==> src/rtl/mem_pkg.sv <==
// Shared memory-map constants, arbiter state encoding and requester indices.
package mem_pkg;

  localparam int unsigned ADDR_W = 32;
  localparam int unsigned DATA_W = 32;
  localparam int unsigned BE_W   = 4;
  localparam int unsigned REQ_N  = 2;
  localparam int unsigned CNT_W  = 8;

  // BRAM DMEM window: [ADDR_LO_DEF, ADDR_HI_DEF)
  localparam logic [ADDR_W-1:0] ADDR_LO_DEF = 32'h0020_0000;
  localparam logic [ADDR_W-1:0] ADDR_HI_DEF = 32'h0025_0000;

  localparam int unsigned REQ_LSU = 0;
  localparam int unsigned REQ_DMA = 1;

  typedef enum logic {
    ARB    = 1'b0,
    LOCKED = 1'b1
  } arb_state_e;

  // Unsigned half-open window test on the full byte address.
  function automatic logic in_range(input logic [ADDR_W-1:0] addr,
                                    input logic [ADDR_W-1:0] lo,
                                    input logic [ADDR_W-1:0] hi);
    return (addr >= lo) && (addr < hi);
  endfunction

endpackage

==> src/rtl/bram_port_arbiter_if.sv <==
// Requester-side bus of the port B arbiter: two requesters sharing one response path.
interface bram_port_arbiter_if;
  import mem_pkg::*;

  logic [REQ_N-1:0]  req;
  logic [REQ_N-1:0]  lock;
  logic [BE_W-1:0]   we0;
  logic [BE_W-1:0]   we1;
  logic [ADDR_W-1:0] addr0;
  logic [ADDR_W-1:0] addr1;
  logic [DATA_W-1:0] wdata0;
  logic [DATA_W-1:0] wdata1;
  logic [REQ_N-1:0]  gnt;
  logic [REQ_N-1:0]  rvalid;
  logic [REQ_N-1:0]  err;
  logic [DATA_W-1:0] rdata;

  modport master (
    output req, lock, we0, we1, addr0, addr1, wdata0, wdata1,
    input  gnt, rvalid, err, rdata
  );

  modport slave (
    input  req, lock, we0, we1, addr0, addr1, wdata0, wdata1,
    output gnt, rvalid, err, rdata
  );

endinterface

==> src/rtl/bram_port_arbiter_rr_pick2.sv <==
// Two-way round-robin picker: a lone request wins, a tie goes to the one not served last.
module rr_pick2
  import mem_pkg::*;
(
  input  logic [REQ_N-1:0] req,
  input  logic             last,
  output logic [REQ_N-1:0] pick
);

  // Tie-break toward ~last; otherwise pass the single request through.
  always_comb begin
    pick = req;
    if (req == 2'b11) begin
      pick = last ? 2'b01 : 2'b10;
    end
  end

endmodule

==> src/rtl/bram_port_arbiter.sv <==
// Shares BRAM port B between the LSU and the debug DMA with round-robin
// arbitration, bounded lock bursts and a range check on every access.
module bram_port_arbiter
  import mem_pkg::*;
#(
  parameter logic [ADDR_W-1:0] ADDR_LO  = ADDR_LO_DEF,
  parameter logic [ADDR_W-1:0] ADDR_HI  = ADDR_HI_DEF,
  parameter int unsigned       LOCK_MAX = 8
) (
  input  logic                clk,
  input  logic                rst_n,
  bram_port_arbiter_if.slave  bus,
  output logic [BE_W-1:0]     web,
  output logic [ADDR_W-1:0]   addrb,
  output logic [DATA_W-1:0]   dib,
  input  logic [DATA_W-1:0]   dob
);

  arb_state_e        state_q;
  arb_state_e        state_d;
  logic              last_q;
  logic              last_d;
  logic [CNT_W-1:0]  lock_cnt;
  logic [CNT_W-1:0]  cnt_d;
  logic [REQ_N-1:0]  pick;
  logic [REQ_N-1:0]  gnt_c;
  logic [REQ_N-1:0]  gnt;
  logic              sel;
  logic              hit;
  logic [BE_W-1:0]   we_sel;
  logic [REQ_N-1:0]  vld_q;
  logic              owner_q;
  logic              hit_q;

  rr_pick2 u_pick (
    .req  (bus.req),
    .last (last_q),
    .pick (pick)
  );

  // Arbitration state: FSM, most recent grantee, lock burst counter.
  always_ff @(posedge clk or negedge rst_n) begin
    if (!rst_n) begin
      state_q  <= ARB;
      last_q   <= 1'b1;
      lock_cnt <= '0;
    end else begin
      state_q  <= state_d;
      last_q   <= last_d;
      lock_cnt <= cnt_d;
    end
  end

  // Grant selection and lock entry/exit; in LOCKED the owner is last_q.
  always_comb begin
    state_d = state_q;
    last_d  = last_q;
    cnt_d   = lock_cnt;
    gnt_c   = '0;
    unique case (state_q)
      ARB: begin
        gnt_c = pick;
        if (|pick) begin
          last_d = pick[1];
          if (bus.lock[pick[1]] && (LOCK_MAX > 1)) begin
            state_d = LOCKED;
            cnt_d   = CNT_W'(1);
          end
        end
      end
      LOCKED: begin
        if (bus.req[last_q]) begin
          gnt_c[last_q] = 1'b1;
          cnt_d         = lock_cnt + CNT_W'(1);
        end
        if (!bus.req[last_q] || !bus.lock[last_q] ||
            (cnt_d == CNT_W'(LOCK_MAX))) begin
          state_d = ARB;
          cnt_d   = '0;
        end
      end
      default: begin
        state_d = ARB;
        cnt_d   = '0;
      end
    endcase
  end

  // Grant is forced low while reset is asserted so no write can slip through.
  assign gnt     = rst_n ? gnt_c : '0;
  assign bus.gnt = gnt;

  // Port B drive: steer the granted requester (requester 0 when idle), gate writes by hit.
  assign sel    = gnt[REQ_DMA];
  assign addrb  = sel ? bus.addr1  : bus.addr0;
  assign dib    = sel ? bus.wdata1 : bus.wdata0;
  assign we_sel = sel ? bus.we1    : bus.we0;
  assign hit    = in_range(addrb, ADDR_LO, ADDR_HI);
  assign web    = ((|gnt) && hit) ? we_sel : '0;

  // Response tracking: one entry per cycle, aligned with the BRAM's read latency.
  always_ff @(posedge clk or negedge rst_n) begin
    if (!rst_n) begin
      vld_q   <= '0;
      owner_q <= 1'b0;
      hit_q   <= 1'b0;
    end else begin
      vld_q   <= gnt;
      owner_q <= sel;
      hit_q   <= hit;
    end
  end

  assign bus.rvalid       = vld_q;
  assign bus.err[REQ_LSU] = vld_q[REQ_LSU] & ~owner_q & ~hit_q;
  assign bus.err[REQ_DMA] = vld_q[REQ_DMA] &  owner_q & ~hit_q;
  assign bus.rdata        = ((|vld_q) && hit_q) ? dob : '0;

endmodule

==> src/flat_wrapper.sv <==
// flat-port wrapper written by rule: the top's interface ports become plain ports
module bram_port_arbiter_flat import mem_pkg::*;
#(
  parameter logic [ADDR_W-1:0] ADDR_LO  = ADDR_LO_DEF,
  parameter logic [ADDR_W-1:0] ADDR_HI  = ADDR_HI_DEF,
  parameter int unsigned       LOCK_MAX = 8
)
  (clk, rst_n, web, addrb, dib, dob, bus_req, bus_lock, bus_we0, bus_we1, bus_addr0, bus_addr1, bus_wdata0, bus_wdata1, bus_gnt, bus_rvalid, bus_err, bus_rdata);
  bram_port_arbiter_if bus_i ();
  input  logic clk;
  input  logic rst_n;
  output logic [BE_W-1:0] web;
  output logic [ADDR_W-1:0] addrb;
  output logic [DATA_W-1:0] dib;
  input  logic [DATA_W-1:0] dob;
  input wire logic [$bits(bus_i.req)-1:0] bus_req;
  input wire logic [$bits(bus_i.lock)-1:0] bus_lock;
  input wire logic [$bits(bus_i.we0)-1:0] bus_we0;
  input wire logic [$bits(bus_i.we1)-1:0] bus_we1;
  input wire logic [$bits(bus_i.addr0)-1:0] bus_addr0;
  input wire logic [$bits(bus_i.addr1)-1:0] bus_addr1;
  input wire logic [$bits(bus_i.wdata0)-1:0] bus_wdata0;
  input wire logic [$bits(bus_i.wdata1)-1:0] bus_wdata1;
  output wire logic [$bits(bus_i.gnt)-1:0] bus_gnt;
  output wire logic [$bits(bus_i.rvalid)-1:0] bus_rvalid;
  output wire logic [$bits(bus_i.err)-1:0] bus_err;
  output wire logic [$bits(bus_i.rdata)-1:0] bus_rdata;
  assign bus_i.req = bus_req;
  assign bus_i.lock = bus_lock;
  assign bus_i.we0 = bus_we0;
  assign bus_i.we1 = bus_we1;
  assign bus_i.addr0 = bus_addr0;
  assign bus_i.addr1 = bus_addr1;
  assign bus_i.wdata0 = bus_wdata0;
  assign bus_i.wdata1 = bus_wdata1;
  assign bus_gnt = bus_i.gnt;
  assign bus_rvalid = bus_i.rvalid;
  assign bus_err = bus_i.err;
  assign bus_rdata = bus_i.rdata;
  bram_port_arbiter #(.ADDR_LO(ADDR_LO), .ADDR_HI(ADDR_HI), .LOCK_MAX(LOCK_MAX)) u_core (.clk(clk), .rst_n(rst_n), .bus(bus_i), .web(web), .addrb(addrb), .dib(dib), .dob(dob));
endmodule
==> config.mk <==
export PLATFORM = sky130hd
export DESIGN_NAME = bram_port_arbiter_flat
export DESIGN_NICKNAME = d
export VERILOG_FILES = /design/src/rtl/mem_pkg.sv /design/src/rtl/bram_port_arbiter_if.sv /design/src/rtl/bram_port_arbiter_rr_pick2.sv /design/src/rtl/bram_port_arbiter.sv /design/src/flat_wrapper.sv
export SDC_FILE = /design/constraint.sdc
export NUM_CORES = 1
export LEC_CHECK = 0
export CORE_AREA = 2 2 110 112
export DETAILED_ROUTE_END_ITERATION = 8
export DIE_AREA = 0 0 112 114
export HOLD_SLACK_MARGIN = 0.02
export SKIP_LAST_GASP = 1
export SYNTH_ARGS = -nofsm -noshare
export SYNTH_HDL_FRONTEND = slang
export SYNTH_SLANG_ARGS = --single-unit
==> constraint.sdc <==
create_clock -name clk -period 4.7 [get_ports clk]
set_input_delay 0.94 -clock clk [delete_from_list [all_inputs] [get_ports clk]]
set_output_delay 0.94 -clock clk [all_outputs]
set_load 0.05 [all_outputs]
==> results of run 1 <==
==> cell type report <==
| class | instances | area [sq um] |
|---|---|---|
| Fill cell | 1157 | 6900 |
| Inverter | 5 | 18.8 |
| Sequential cell | 13 | 327 |
| Tap cell | 147 | 184 |
| Timing Repair Buffer | 283 | 2690 |
| Clock buffer | 4 | 78.8 |
| Multi-Input combinational cell | 186 | 1510 |
==> critical path, stage by stage <==
cell and delay, ps:
clkdlybuf4s50_1 540, nand2_1 170, o2111a_2 380, buf_12 290, mux2_2 390, buf_4 190
==> worst max-delay path by stage <==
stage / startpoint / to / slack (ps) / cells after the start
final: bus_req[0] / addrb[11] / 820 / 6
after global routing: rst_n / addrb[11] / 710 / 6
after CTS: rst_n / addrb[11] / 780 / 6
after detailed placement: rst_n / addrb[11] / 800 / 6
after global placement: rst_n / addrb[11] / 800 / 6
after floorplan: bus_req[1] / web[0] / 370 / 4
==> power groups by stage <==
stage / registers [mW] / logic (mW) / clock network, mW
2_1_floorplan: 0.153 / 0.620 / 0
3_3_place_gp: 0.170 / 0.953 / 0
3_5_place_dp: 0.172 / 0.956 / 0
4_1_cts: 0.170 / 0.960 / 0.167
5_1_grt: 0.176 / 0.996 / 0.173
6_report: 0.171 / 0.951 / 0.162
==> layout by cell type, fill, tap and decap left out, drive strengths merged, types with 2 or more instances in the layout <==
| master | count |
|---|---|
| o31ai | 3 |
| buf | 74 |
| xor2 | 3 |
| nand3 | 4 |
| dfrtp | 12 |
| clkbuf | 4 |
| a21o | 2 |
| nor4b | 2 |
| nor3 | 6 |
| and2 | 34 |
| mux2 | 65 |
| nand2b | 2 |
| nand4 | 3 |
| o21a | 4 |
| o21ai | 7 |
| a31oi | 3 |
| a21oi | 3 |
| a22oi | 5 |
| nand2 | 12 |
| clkdlybuf4s50 | 209 |
| nor4 | 2 |
| inv | 5 |
| nor3b | 3 |
| nor2 | 9 |
==> logic make-up (layout without fill, tap and decap cells) <==
kind of cell               count (synthesis)  after routing  synth area share
DFF                                       13             13             0.169
adders and majority gates                  1              1           0.00648
and+or+nand+nor                           82             82             0.238
xor gates and xnor gates                   3              3            0.0136
muxes                                     66             66             0.392
buffers and inverters                     19            292            0.0479
AOI/OAI and AO/OA                         34             34             0.133
==> registers in the layout, summed over array words and instances (netlist names) <==
name,cells
u_core.lock_cnt,8
u_core.bus.rvalid,1
u_core.hit_q,1
u_core.last_q,1
u_core.owner_q,1
u_core.state_q,1
==> metal layers <==
layer	vias up	GRT usage	wire length [um]
met3	6	0.0335	976
met4	0	0.0317	110
met1	1231	0.172	3800
met5	-	0	0
li1	1345	-	-
met2	188	0.268	5180
==> out/results.tsv, run 1 <==
stage	metric	value	unit
global_routing	grt ovf	0	
power	sw frac	0.484	
timing	min Tclk post-route	3880	ps
global_routing	vias in the first global route	2692	
yosys	main flop type after synthesis	dfrtp_1	
layout	NumNets Final	667	
layout	Layout area overhead	149	%
worst_hold_path	Worst Hold Class	flop to flop	
die	Rows	40	
yosys	Synth area leaders	mux2_2, dfrtp_1, and2_1	
run	# Max-Cap Violations	0	
clocking	clock latency on the worst-skew pair	240	ps
yosys	sequential share of the synthesized area	0.169	
global_routing	initial antenna violation count	0	
die	Ports	280	
clocking	Worst-path clk slew	50	ps
yosys	flops & latches, synth	13	
die	starting density of the core	0.165	
placement	global placement routability congestion	0.832	
status	status	complete, no violations	
yosys	Post-Syn Nets	393	
layout	layout cells sized above 1	0.303	
timing	RSZ-0062 raised after global routing	false	
routing	Final ANT Viol Nets	0	
critical_path	worst-path fanout max	51	
critical_path	Critical Path End Type	output port	
routing	first-pass iteration count of the detailed router	4	
yosys	asr flop ratio synth	1.00	
yosys	top-count cell post-synth	mux2_2	
timing	Final Hold Fails	0	
timing	setup total negative slack	0	ps
global_routing	first-pass GRT wire length	14600	um
die	die height	114	um
critical_path	critical path type	primary input to output port	
global_routing	GRT Total Usage	0.145	
worst_hold_path	Hold EP	u_core.lock_cnt[2]	
power	Design Power	1.28	mW
power	Logic pwr share	0.740	
placement	Area after DPL	4730	sq um
die	core area	11700	sq um
placement	placed insts	634	
critical_path	r2r endpoint	u_core.lock_cnt[3]	
critical_path	worst-case reg-to-reg path depth	5	
placement	# port buffers	279	
critical_path	crit path DAT	2940	ps
clocking	Resized Gates After CTS	0	
placement	dpl ws	800	ps
yosys	Synth area leader	mux2_2	
layout	Util after Layout	0.410	
timing	Slew @ Worst Pin	715	ps
power	clock power share	0.127	
power	VDD IR max	0.183	mV
timing	hold slack	552	ps
yosys	top cell type's share of synthesized area	0.373	
global_routing	largest net degree at the start of global routing	52	
clocking	H-tree depth	1	
power	Internal	662	uW
worst_hold_path	hold path start	u_core.lock_cnt[2]	
yosys	Mapped Avg Cell Area	8.86	sq um
routing	Starting DRT DRC Count	55	
clocking	Post-CTS Setup Bufs	0	
power	Pwr per Cell Area	267	nW/um^2
routing	Post-Route WL	10100	um
clocking	Clock Sink Count	13	
die	Die ar.	12800	sq um
routing	wire length per cell	15.8	um
die	Die X	112	um
clocking	CTS tree	yes	
critical_path	R2R Setup Slk	2730	ps
timing	Setup Skew	6.25	ps
yosys	Cells after Synth	218	
yosys	EDFF count, synth	0	
timing	Final Max Tran Viols	0	
yosys	Warnings, synthesis	0	
yosys	Distinct cells, synth	42	
layout	n_diodes	0	
layout	Final Instance Area	4810	sq um
critical_path	Reg-to-Reg Start	u_core.last_q	
timing	setup ws final	818	ps
critical_path	WP data required	3760	ps
timing	Setup violations, final	0	
power	Seq pwr share	0.133	
timing	f_max	258	MHz
layout	Cell Count, Final, Fillers Out	638	
clocking	Bufs on Longest Clock Path	2	
worst_hold_path	Hold Crit Depth	1	
power	Leak	1.92	nW
clocking	CTS Buf Count	3	
yosys	Netlist Area Pre-Place	1930	sq um
clocking	CTS root buffer	clkbuf_16	
routing	vias	2770	
clocking	CTS Hold Bufs	0	
timing	fin crit share	0.826	
placement	Detailed Place HPWL	8920	um
routing	drc violations	0	
routing	vias per cell	4.34	
yosys	Synth top cells by count	mux2_2, and2_1, dfrtp_1, nand2_1, nor2_1	
power	net load switching power	622	uW
timing	Slew HR	0.524	
critical_path	critical path launch point type	primary input	
No activity file was read; power rests on OpenSTA's default activity.
==> run 2, diff against run 1 <==
--- a/config.mk
+++ b/config.mk
@@ -5,9 +5,9 @@
 export SDC_FILE = /design/constraint.sdc
 export NUM_CORES = 1
 export LEC_CHECK = 0
-export CORE_AREA = 2 2 110 112
+export CORE_AREA = 2 2 108 110
 export DETAILED_ROUTE_END_ITERATION = 8
-export DIE_AREA = 0 0 112 114
+export DIE_AREA = 0 0 110 112
 export HOLD_SLACK_MARGIN = 0.02
 export SKIP_LAST_GASP = 1
 export SYNTH_ARGS = -nofsm -noshare
==> constraint.sdc (replaced) <==
create_clock -name clk -period 3.7 [get_ports clk]
set_input_delay 0.74 -clock clk [delete_from_list [all_inputs] [get_ports clk]]
set_output_delay 0.74 -clock clk [all_outputs]
set_load 0.05 [all_outputs]
==> run 2 against run 1 <==
Against the previous run: worst setup slack got worse by 590 ps; critical endpoint is now web[3]; first-iteration DRC count up 55%; clock power up 26%; die area is 3.5% lower; global-route usage up 1.3 points; critical path depth did not move; register-to-register slack lost 1000 ps; via count barely moved.
==> out/results.tsv, run 2 (synthesized netlist as in run 1, its figures left out) <==
stage	metric	value	unit
placement	# port buffers	279	
timing	Setup Skew	4.15	ps
critical_path	Critical Path End Type	output port	
layout	Fill cells	1073	
clocking	Post-CTS Setup Bufs	0	
power	Leak	1.94	nW
clocking	Worst-path clk slew	50	ps
timing	setup total negative slack	0	ps
power	Seq pwr share	0.133	
timing	Setup violations, final	0	
critical_path	r2r endpoint	u_core.lock_cnt[3]	
layout	commonest non-fill, non-tap cell in the layout	clkdlybuf4s50_1	
layout	number of flip-flops in the largest register	8	
global_routing	first-pass GRT wire length	14900	um
layout	n_diodes	0	
routing	vias per cell	4.33	
clocking	clock latency on the worst-skew pair	240	ps
power	clock power share	0.124	
timing	Slew @ Worst Pin	708	ps
status	status	complete, no violations	
timing	hold slack	554	ps
placement	global placement routability congestion	0.913	
timing	Slew HR	0.528	
clocking	CTS Buf Count	3	
layout	Util after Layout	0.434	
critical_path	Setup crit start	bus_addr1[20]	
clocking	Bufs on Longest Clock Path	2	
critical_path	worst-case reg-to-reg path depth	5	
die	Die X	110	um
critical_path	crit path DAT	2730	ps
routing	wire length per cell	16.4	um
clocking	CTS Hold Bufs	0	
run	# Max-Cap Violations	0	
worst_hold_path	Hold EP	u_core.lock_cnt[2]	
power	net load switching power	795	uW
placement	dpl ws	209	ps
layout	Layout area overhead	151	%
global_routing	grt ovf	0	
worst_hold_path	hold path start	u_core.lock_cnt[2]	
layout	commonest non-fill, non-tap cells in the layout	clkdlybuf4s50_1, buf_4, mux2_2	
power	VDD IR max	0.179	mV
critical_path	R2R Setup Slk	1710	ps
power	Pwr per Cell Area	340	nW/um^2
critical_path	critical path type	primary input to output port	
die	Rows	39	
power	Logic pwr share	0.743	
worst_hold_path	Hold Crit Depth	1	
global_routing	vias in the first global route	2749	
worst_hold_path	Worst Hold Class	flop to flop	
clocking	CTS tree	yes	
critical_path	Reg-to-Reg Start	u_core.last_q	
placement	Detailed Place HPWL	9300	um
clocking	H-tree depth	1	
global_routing	GRT Total Usage	0.158	
routing	drc violations	0	
layout	NumNets Final	672	
die	Ports	280	
critical_path	WP data required	2960	ps
die	die height	112	um
routing	vias	2769	
power	Internal	851	uW
die	starting density of the core	0.173	
clocking	Resized Gates After CTS	0	
routing	Starting DRT DRC Count	85	
routing	Final ANT Viol Nets	0	
timing	Final Hold Fails	0	
clocking	Clock Sink Count	13	
global_routing	initial antenna violation count	0	
layout	layout cells sized above 1	0.313	
critical_path	worst-path fanout max	5	
power	sw frac	0.483	
layout	Most flops, register	u_core.lock_cnt	
timing	Final Max Tran Viols	0	
die	core area	11200	sq um
critical_path	critical path launch point type	primary input	
routing	first-pass iteration count of the detailed router	6	
timing	setup ws final	230	ps
routing	Post-Route WL	10500	um
global_routing	largest net degree at the start of global routing	33	
die	Die ar.	12300	sq um
timing	fin crit share	0.938	
timing	min Tclk post-route	3470	ps
timing	RSZ-0062 raised after global routing	false	
timing	f_max	288	MHz
clocking	CTS root buffer	clkbuf_16	
-- run 2: cell types whose count changed in the layout (fill, tap and decap cells not counted), sizes merged --
cell  previous run  this run
buf             74        79
-- run 2: through the flow --
stage	std cells	instance area, sq um	power, mW
final	639	4840	1.65
after global routing	639	4840	1.73
after CTS	639	4840	1.66
after detailed placement	635	4770	1.45
after global placement	635	4770	1.45
after floorplan	218	1940	0.986
-- run 2: how the worst max path moves through the flow --
stage / endpoint / cells after the start
floorplan: web[0] / 4
global placement: web[3] / 6
detailed placement: web[3] / 6
CTS: web[3] / 6
global route: web[3] / 6
finish: web[3] / 6
-- run 2: layout make-up --
type,count,area [sq um],share of cell area
inverters,5,18.8,0.00387
well taps,143,179,0.0369
repair buffers,288,2720,0.562
multi-input cells,186,1520,0.314
clock buffers,4,78.8,0.0163
flip-flops and latches,13,327,0.0674
-- run 2: metal layers --
layer  track usage  vias to the layer above  part of all wire
li1              -                     1353                 -
met4        0.0270                        0             0.016
met3        0.0468                       12              0.12
met1         0.178                     1222              0.37
met5             0                        -                 0
met2         0.292                      182              0.50
-- run 2: critical path, cell delays in order --
cell and delay (ps):
clkdlybuf4s50_1 420, or4_1 540, nor4_1 350, a31oi_2 250
nor2_1 190, buf_4 230
-- run 2: power by group through the flow --
stage / Sequential [mW] / Clock, mW / Combinational [mW]
after floorplan: 0.195 / 0 / 0.791
after global placement: 0.219 / 0 / 1.23
after detailed placement: 0.221 / 0 / 1.23
after CTS: 0.219 / 0.209 / 1.23
after global routing: 0.224 / 0.217 / 1.29
final: 0.219 / 0.204 / 1.22
